===== src/rtl/gamepad_poller.sv =====
// Serial (S)NES pad poller: shared latch/clock, one data line per pad, results held under valid/ready.
// Define GAMEPAD_PRESENCE_EN to clock one extra bit per frame and report which pads are connected.
module gamepad_poller #(
  parameter int N_PADS = 4,
  parameter int N_BITS = 16,
  parameter int N_DIV  = 42000,
  parameter int INVERT = 1
) (
  input  logic                     clk,
  input  logic                     rst,
  output logic                     gp_clk,
  output logic                     gp_latch,
  input  logic [N_PADS-1:0]        gp_d,
  input  logic                     auto_en,
  input  logic                     poll_req,
  output logic [N_PADS*N_BITS-1:0] buttons,
  output logic [N_PADS-1:0]        changed,
  output logic [N_PADS-1:0]        present,
  output logic                     valid,
  input  logic                     ready,
  output logic                     busy,
  output logic                     overrun
);

`ifdef GAMEPAD_PRESENCE_EN
  localparam int PRES = 1;
`else
  localparam int PRES = 0;
`endif
  localparam int SW = N_BITS + PRES;
  localparam int CW = $clog2(SW);
  localparam int DW = (N_DIV > 2) ? $clog2(N_DIV) : 1;
  localparam logic [CW-1:0] LAST_C     = CW'(SW - 1);
  localparam logic [DW-1:0] DIV_RELOAD = DW'(N_DIV - 1);

  typedef enum logic [2:0] {IDLE, LATCH, SAMPLE, CLOCK, DONE} state_t;

  state_t                         state_q;
  logic [DW-1:0]                  div_q;
  logic [CW-1:0]                  cnt_q;
  logic                           pending_q;
  logic                           gp_clk_q;
  logic                           gp_latch_q;
  logic [N_PADS-1:0][SW-1:0]      shreg_q;
  logic [N_PADS*N_BITS-1:0]       buttons_q;
  logic [N_PADS-1:0]              changed_q;
  logic                           valid_q;
  logic                           overrun_q;

  logic                           tick;
  logic                           start;
  logic                           pending_d;
  logic [N_PADS*N_BITS-1:0]       words_d;
  logic [N_PADS-1:0]              chg_d;

  assign tick      = (div_q == '0);
  assign start     = tick && (state_q == IDLE) && (auto_en || pending_q || poll_req);
  // A request seen on the start cycle is consumed by that frame.
  assign pending_d = start ? 1'b0 : (pending_q || poll_req);

`ifdef GAMEPAD_PRESENCE_EN
  logic [N_PADS-1:0] pres_d;
  logic [N_PADS-1:0] present_q;
`endif

  always_comb begin
    words_d = '0;
    chg_d   = '0;
`ifdef GAMEPAD_PRESENCE_EN
    pres_d  = '0;
`endif
    for (int i = 0; i < N_PADS; i++) begin
      words_d[i*N_BITS +: N_BITS] = (INVERT != 0) ? ~shreg_q[i][N_BITS-1:0]
                                                  : shreg_q[i][N_BITS-1:0];
`ifdef GAMEPAD_PRESENCE_EN
      // A connected pad drives low after its last button bit; an open line is pulled high.
      pres_d[i] = ~shreg_q[i][N_BITS];
      if (!pres_d[i]) words_d[i*N_BITS +: N_BITS] = '0;
`endif
      chg_d[i] = (words_d[i*N_BITS +: N_BITS] != buttons_q[i*N_BITS +: N_BITS]);
    end
  end

  always_ff @(posedge clk) begin
    if (rst) begin
      state_q    <= IDLE;
      div_q      <= DIV_RELOAD;
      cnt_q      <= '0;
      pending_q  <= 1'b0;
      gp_clk_q   <= 1'b0;
      gp_latch_q <= 1'b0;
      shreg_q    <= '0;
      buttons_q  <= '0;
      changed_q  <= '0;
      valid_q    <= 1'b0;
      overrun_q  <= 1'b0;
`ifdef GAMEPAD_PRESENCE_EN
      present_q  <= '0;
`endif
    end else begin
      div_q     <= tick ? DIV_RELOAD : div_q - DW'(1);
      pending_q <= pending_d;
      if (valid_q && ready) begin
        valid_q   <= 1'b0;
        overrun_q <= 1'b0;
      end
      case (state_q)
        IDLE: begin
          if (start) begin
            gp_latch_q <= 1'b1;
            shreg_q    <= '0;
            cnt_q      <= '0;
            state_q    <= LATCH;
          end
        end
        LATCH: begin
          if (tick) begin
            gp_latch_q <= 1'b0;
            state_q    <= SAMPLE;
          end
        end
        SAMPLE: begin
          if (tick) begin
            for (int i = 0; i < N_PADS; i++) begin
              shreg_q[i] <= {gp_d[i], shreg_q[i][SW-1:1]};
            end
            gp_clk_q <= 1'b1;
            state_q  <= CLOCK;
          end
        end
        CLOCK: begin
          if (tick) begin
            gp_clk_q <= 1'b0;
            if (cnt_q == LAST_C) begin
              state_q <= DONE;
            end else begin
              cnt_q   <= cnt_q + CW'(1);
              state_q <= SAMPLE;
            end
          end
        end
        DONE: begin
          buttons_q <= words_d;
          changed_q <= chg_d;
`ifdef GAMEPAD_PRESENCE_EN
          present_q <= pres_d;
`endif
          valid_q   <= 1'b1;
          // Overwriting an unaccepted result is flagged; a same-cycle accept is not an overrun.
          if (valid_q && !ready) overrun_q <= 1'b1;
          state_q   <= IDLE;
        end
        default: state_q <= IDLE;
      endcase
    end
  end

  assign gp_clk   = gp_clk_q;
  assign gp_latch = gp_latch_q;
  assign buttons  = buttons_q;
  assign changed  = changed_q;
  assign valid    = valid_q;
  assign overrun  = overrun_q;
  assign busy     = (state_q != IDLE);
`ifdef GAMEPAD_PRESENCE_EN
  assign present  = present_q;
`else
  assign present  = '1;
`endif

endmodule


===== config.mk =====
export PLATFORM = sky130hd
export DESIGN_NAME = gamepad_poller
export DESIGN_NICKNAME = d
export VERILOG_FILES = /design/src/rtl/gamepad_poller.sv
export SDC_FILE = /design/constraint.sdc
export NUM_CORES = 1
export LEC_CHECK = 0
export ABC_AREA = 1
export BUFFER_PORTS_ARGS = -buffer_cell sky130_fd_sc_hd__buf_2
export CORE_MARGIN = 5
export CORE_UTILIZATION = 50
export CTS_CLUSTER_SIZE = 16
export DETAILED_ROUTE_END_ITERATION = 8
export GPL_ROUTABILITY_DRIVEN = 0
export PLACE_DENSITY = 0.82
export SYNTH_ARGS = -nofsm -noshare
export SYNTH_HDL_FRONTEND = slang
export SYNTH_SLANG_ARGS = --single-unit
export TNS_END_PERCENT = 1

===== constraint.sdc =====
create_clock -name clk -period 1.9 [get_ports clk]
set_input_delay 0.19 -clock clk [delete_from_list [all_inputs] [get_ports clk]]
set_output_delay 0.19 -clock clk [all_outputs]
set_load 0.005 [all_outputs]

Word level (Yosys, flattened, before mapping). Cells that the tools add are included.

Input port bits: 9. Logic and storage cells: 80. Output and inout bits: 77. Flip-flop bits (word level): 160.

Reduce and logical (&&, ||, !) cells: 23. Equality and inequality tests: 14. Mux-type cells: 23. Add/sub/neg operators: 2. Bitwise logic cells: 4.

Operator list (number): 64-bit two-way mux (2); 64-bit case mux with 2 select lines (1); 16-bit inequality test (4); 16-bit inverter (4); 16-bit logical NOT (1); 16-bit by 1-bit subtractor with 16-bit output (second input constant) (1); 3-bit two-way mux (5); 4-bit two-way mux (3); 3-bit case mux with 4 select lines (1); 2-bit inequality test (second input constant) (5); 2-bit nonzero test (5); 3-bit AND reduction (3); 1-bit two-way mux (8); 4-bit case mux with 2 select lines (1); 4-bit AND reduction (2); 3-bit by 2-bit equality test with 1-bit output (second input constant) (2); 4-bit by 1-bit adder with 4-bit output (second input constant) (1); 4-bit equality test (second input constant) (1); 1-bit logical AND (4); 1-bit case mux with 2 select lines (2); 2-bit OR reduction (2); 3-bit by 1-bit equality test with 1-bit output (second input constant) (1); 3-bit equality test (second input constant) (1); 3-bit logical NOT (1); 3 further kinds (5).

Depth between registers and ports, before layout.
Depth after elaboration: 5. Gate-level depth with buffers: 10. Depth with buffers taken out: 10.

Worst setup path after synthesis. OpenSTA, ideal clock, no wires.

Kind: reg-to-reg. Start: register div_q[0]. End: register shreg_q[58] (netlist name). Stages on the path, launching flop included: 11. Data required time: 1.768 ns. Setup time: 0.132 ns. Buffers on the path: 2. Slack: 0.378 ns. Data arrival time: 1.389 ns. Path through: dfxtp_1 inv_1 ha_1 nand2_1 nor2_4 nand2_4 o21a_1 buf_6 buf_6 nand2_1 a21oi_1.

Cells in the longest elaborated chain, start to end: 5.

RTL lines: from (decl) (RTL line 39) `logic [DW-1:0] div_q;`; from (signal assigned) (RTL line 101) `div_q <= tick ? DIV_RELOAD : div_q - DW'(1);`; 16-bit logical NOT * (RTL line 56) `assign tick = (div_q == '0);`; 1-bit logical AND (2 in a row) (RTL line 57) `assign start = tick && (state_q == IDLE) && (auto_en || pending_q || poll_req);`; 2-bit inequality test (no source line); 3-bit AND reduction (no source line) *; to (signal, indexed assignment) (RTL line 125) `shreg_q[i] <= {gp_d[i], shreg_q[i][SW-1:1]};`; to (decl) (RTL line 44) `logic [N_PADS-1:0][SW-1:0] shreg_q;`.

Mark *: on every way between the ends. The rest lies on a longest branch, timed or not. A chain may end at the register's enable or synchronous reset.

Worst setup path in the final report.
Start: register div_q[0]. End: register shreg_q[57] (netlist name).

Same word-level chain as after synthesis.

==> run metrics <==
largest net degree at the start of global routing 70; CP Launch Type flip-flop; MaxCap Viol Count 0; top-area cell type share of the netlist area 0.4735; TritonCTS clock tree done; ANT cells 0; post-cts sizing count 0; GRT Util Overall 0.1919; Synth area leader dfxtp_1; clock root cell clkbuf_16; # rows 42; Buf/Inv on CP 2; Req. time, crit path 2.25 ns; Final Util 0.5953; Pre-antenna DRT Iters 5; Worst Hold Class in -> reg; sequential area share after synthesis 0.4735; Final Hold Fails 0; Reg clk slew, reported paths roughly 0.060 ns; YS warnings 0; Final Max Slew Viols 0; critical path fanouts, max 64; DR WL/cell between 10 and 15 microns; Non-Filler Instances 1146; port bufs 81; synth top area cells dfxtp_1, nand2_1, a21oi_1; GR Util met2 0.3077; Die Width about 130 microns; run status finished, final reports clean; P per Cell Area roughly 960 nW/um^2; Netlist cell types 30; gr busiest metal met2; Core ar. 13240 sq um; Crit path max-delay family simple AND/OR/NAND/NOR gates; setup bufs post-CTS 0; drt via density 5.164; clock sink total 160; flops & latches, synth 160; DRC viols 0; Final ANT Viol Nets 0; syn avg cell area 7.584 sq um; CP max stage delay roughly 0.32 ns; Setup crit end kind flip-flop; final setup fails 0; drt total wl 15210 microns; Die Span Y 126.3 microns; crit path kind reg -> reg; number of instances in the placed design 1114; Peak VDD IR 0.7184 mV; Clock Path Buffers 2; RSZ-0062 raised after global routing no; Ports 86; worst-path cell chain inv_1, ha_1, nand2_1, nor2_4, nand3_2, o21a_2, buf_12, nand2_1, a21oi_1; # hold bufs at CTS 0; crit path DAT ~2 ns; Final nets about 970; crit share post-route 0.8695; worst skew pair latency 0.43 ns; cell mode on critical path nand2_1; setup TNS 0 ns; first-pass GRT wire length 25480 microns; initial antenna violation count 1; GRT overflow 0; HPWL after detailed placement 10020 microns; vias in the first global route 5548; Setup WS post-layout approximately 0.25 ns; DRT iter0 DRCs 400; layout cells sized above 1 0.1464; Area growth syn-to-layout 16.53%; # fillers 1203; H-tree Lvls 4; Critical-path top delay cell dfxtp_1; M1 GR Usage 0.2476; Achievable Freq 605.3 MHz; DR vias 5918; Total Die Area 15960 sq um; Place WS 0.2560 ns; Starting Density 0.5109; Lkg Pwr 3.228 nW; Min Clock Period, post-route 1.652 ns; TritonCTS Buffers 17; met3 Use GR 0.05549; clk_skew 0.009752 ns; Syn Inst Count 892; Mapped Area slightly below 7000 sq um
==> cell usage after synthesis, drive strengths merged <==
cell type	n
dfxtp	160
conb	1
or2	4
o21ai	78
clkbuf	28
nor3	11
o2bb2ai	1
nand2	216
nand3b	1
buf	21
ha	3
or3	1
inv	75
xnor2	23
xor2	23
o21a	1
nand3	23
a31oi	1
nand4	17
nor2	63
a21oi	141
==> per-stage QoR <==
stage	power [mW]	instance area [sq um]	hold WS, ns
after floorplan	3.928	6777	0.3372
after global placement	4.037	7261	0.3791
after detailed placement	4.047	7261	0.3795
after CTS	7.583	7884	0.00003306
after global routing	7.819	7884	0.01147
final	7.539	7884	0.01734
==> layout make-up <==
type | instances | area (sq um) | share of cell area
Clock buffer | 21 | 470.5 | 0.05967
Tap cell | 176 | 220.2 | 0.02793
Inverter | 75 | 281.5 | 0.03571
Multi-Input combinational cell | 611 | 2993 | 0.3796
Timing Repair Buffer | 92 | 563.0 | 0.07142
Sequential cell | 160 | 3203 | 0.4063
Clock inverter | 11 | 152.6 | 0.01936
==> report_power, final <==
| group | switching (mW) | internal (mW) | leakage, nW |
|---|---|---|---|
| clock network | 1.37 | 2.18 | 0.296 |
| registers | 0.0406 | 3.41 | 1.29 |
| logic | 0.365 | 0.177 | 1.64 |
==> worst paths after layout <==
| path | start | end | slack [ns] | cells past startpoint |
|---|---|---|---|---|
| max | div_q[0]$_SDFF_PP1_ | shreg_q[57]$_SDFFE_PP0P_ | 0.25 | 9 |
| min | gp_d[3] | shreg_q[63]$_SDFFE_PP0P_ | 0.02 | 3 |
| max reg2reg | div_q[0]$_SDFF_PP1_ | shreg_q[57]$_SDFFE_PP0P_ | 0.25 | 9 |
| min reg2reg | div_q[0]$_SDFF_PP1_ | div_q[0]$_SDFF_PP1_ | 0.39 | 1 |
==> cells in the final DEF (no fill, tap or decap), types with 4 or more instances in the layout <==
master	Yosys	final
nand2_1	213	213
dfxtp_1	160	160
a21oi_1	141	141
buf_2	3	81
o21ai_0	78	78
inv_1	74	73
nor2_1	56	56
xor2_1	23	23
xnor2_1	23	23
nand3_1	21	21
nand4_1	17	17
clkbuf_16	0	17
nor3_1	11	11
buf_12	0	6
buf_4	4	5
nor2_2	4	4
or2_2	4	4
conb_1	1	4
==> worst register-to-register path: stages (launching register included) <==
cell     delay, ns
dfxtp_1       0.32
inv_1         0.08
ha_1          0.21
nand2_1       0.11
nor2_4        0.06
nand3_2       0.10
o21a_2        0.17
buf_12        0.27
nand2_1       0.11
a21oi_1       0.15
==> cell families after synthesis <==
family,Yosys count,synth area share
compound gates,222,0.1653
xor+xnor,46,0.05955
fa+ha+maj,3,0.005549
buf+inv,124,0.08600
flops,160,0.4735
other cells,1,0.0005543
simple gates,336,0.2095
==> per-layer routing <==
| metal | vias to the layer above | share of wire |
|---|---|---|
| met2 | 157 | 0.46 |
| met1 | 2727 | 0.47 |
| met4 | 2 | 0.014 |
| met3 | 24 | 0.060 |
| li1 | 3008 | - |
| met5 | - | 0.00085 |
==> flip-flops by register name, indices dropped and copies added, names as in the netlist, named ones only <==
register and count:
buttons 64, shreg_q 64, div_q 16, changed 4
cnt_q 4, state_q 3, gp_clk 1, gp_latch 1
pending_q 1, valid 1
Power figures use the tool's default switching activity.
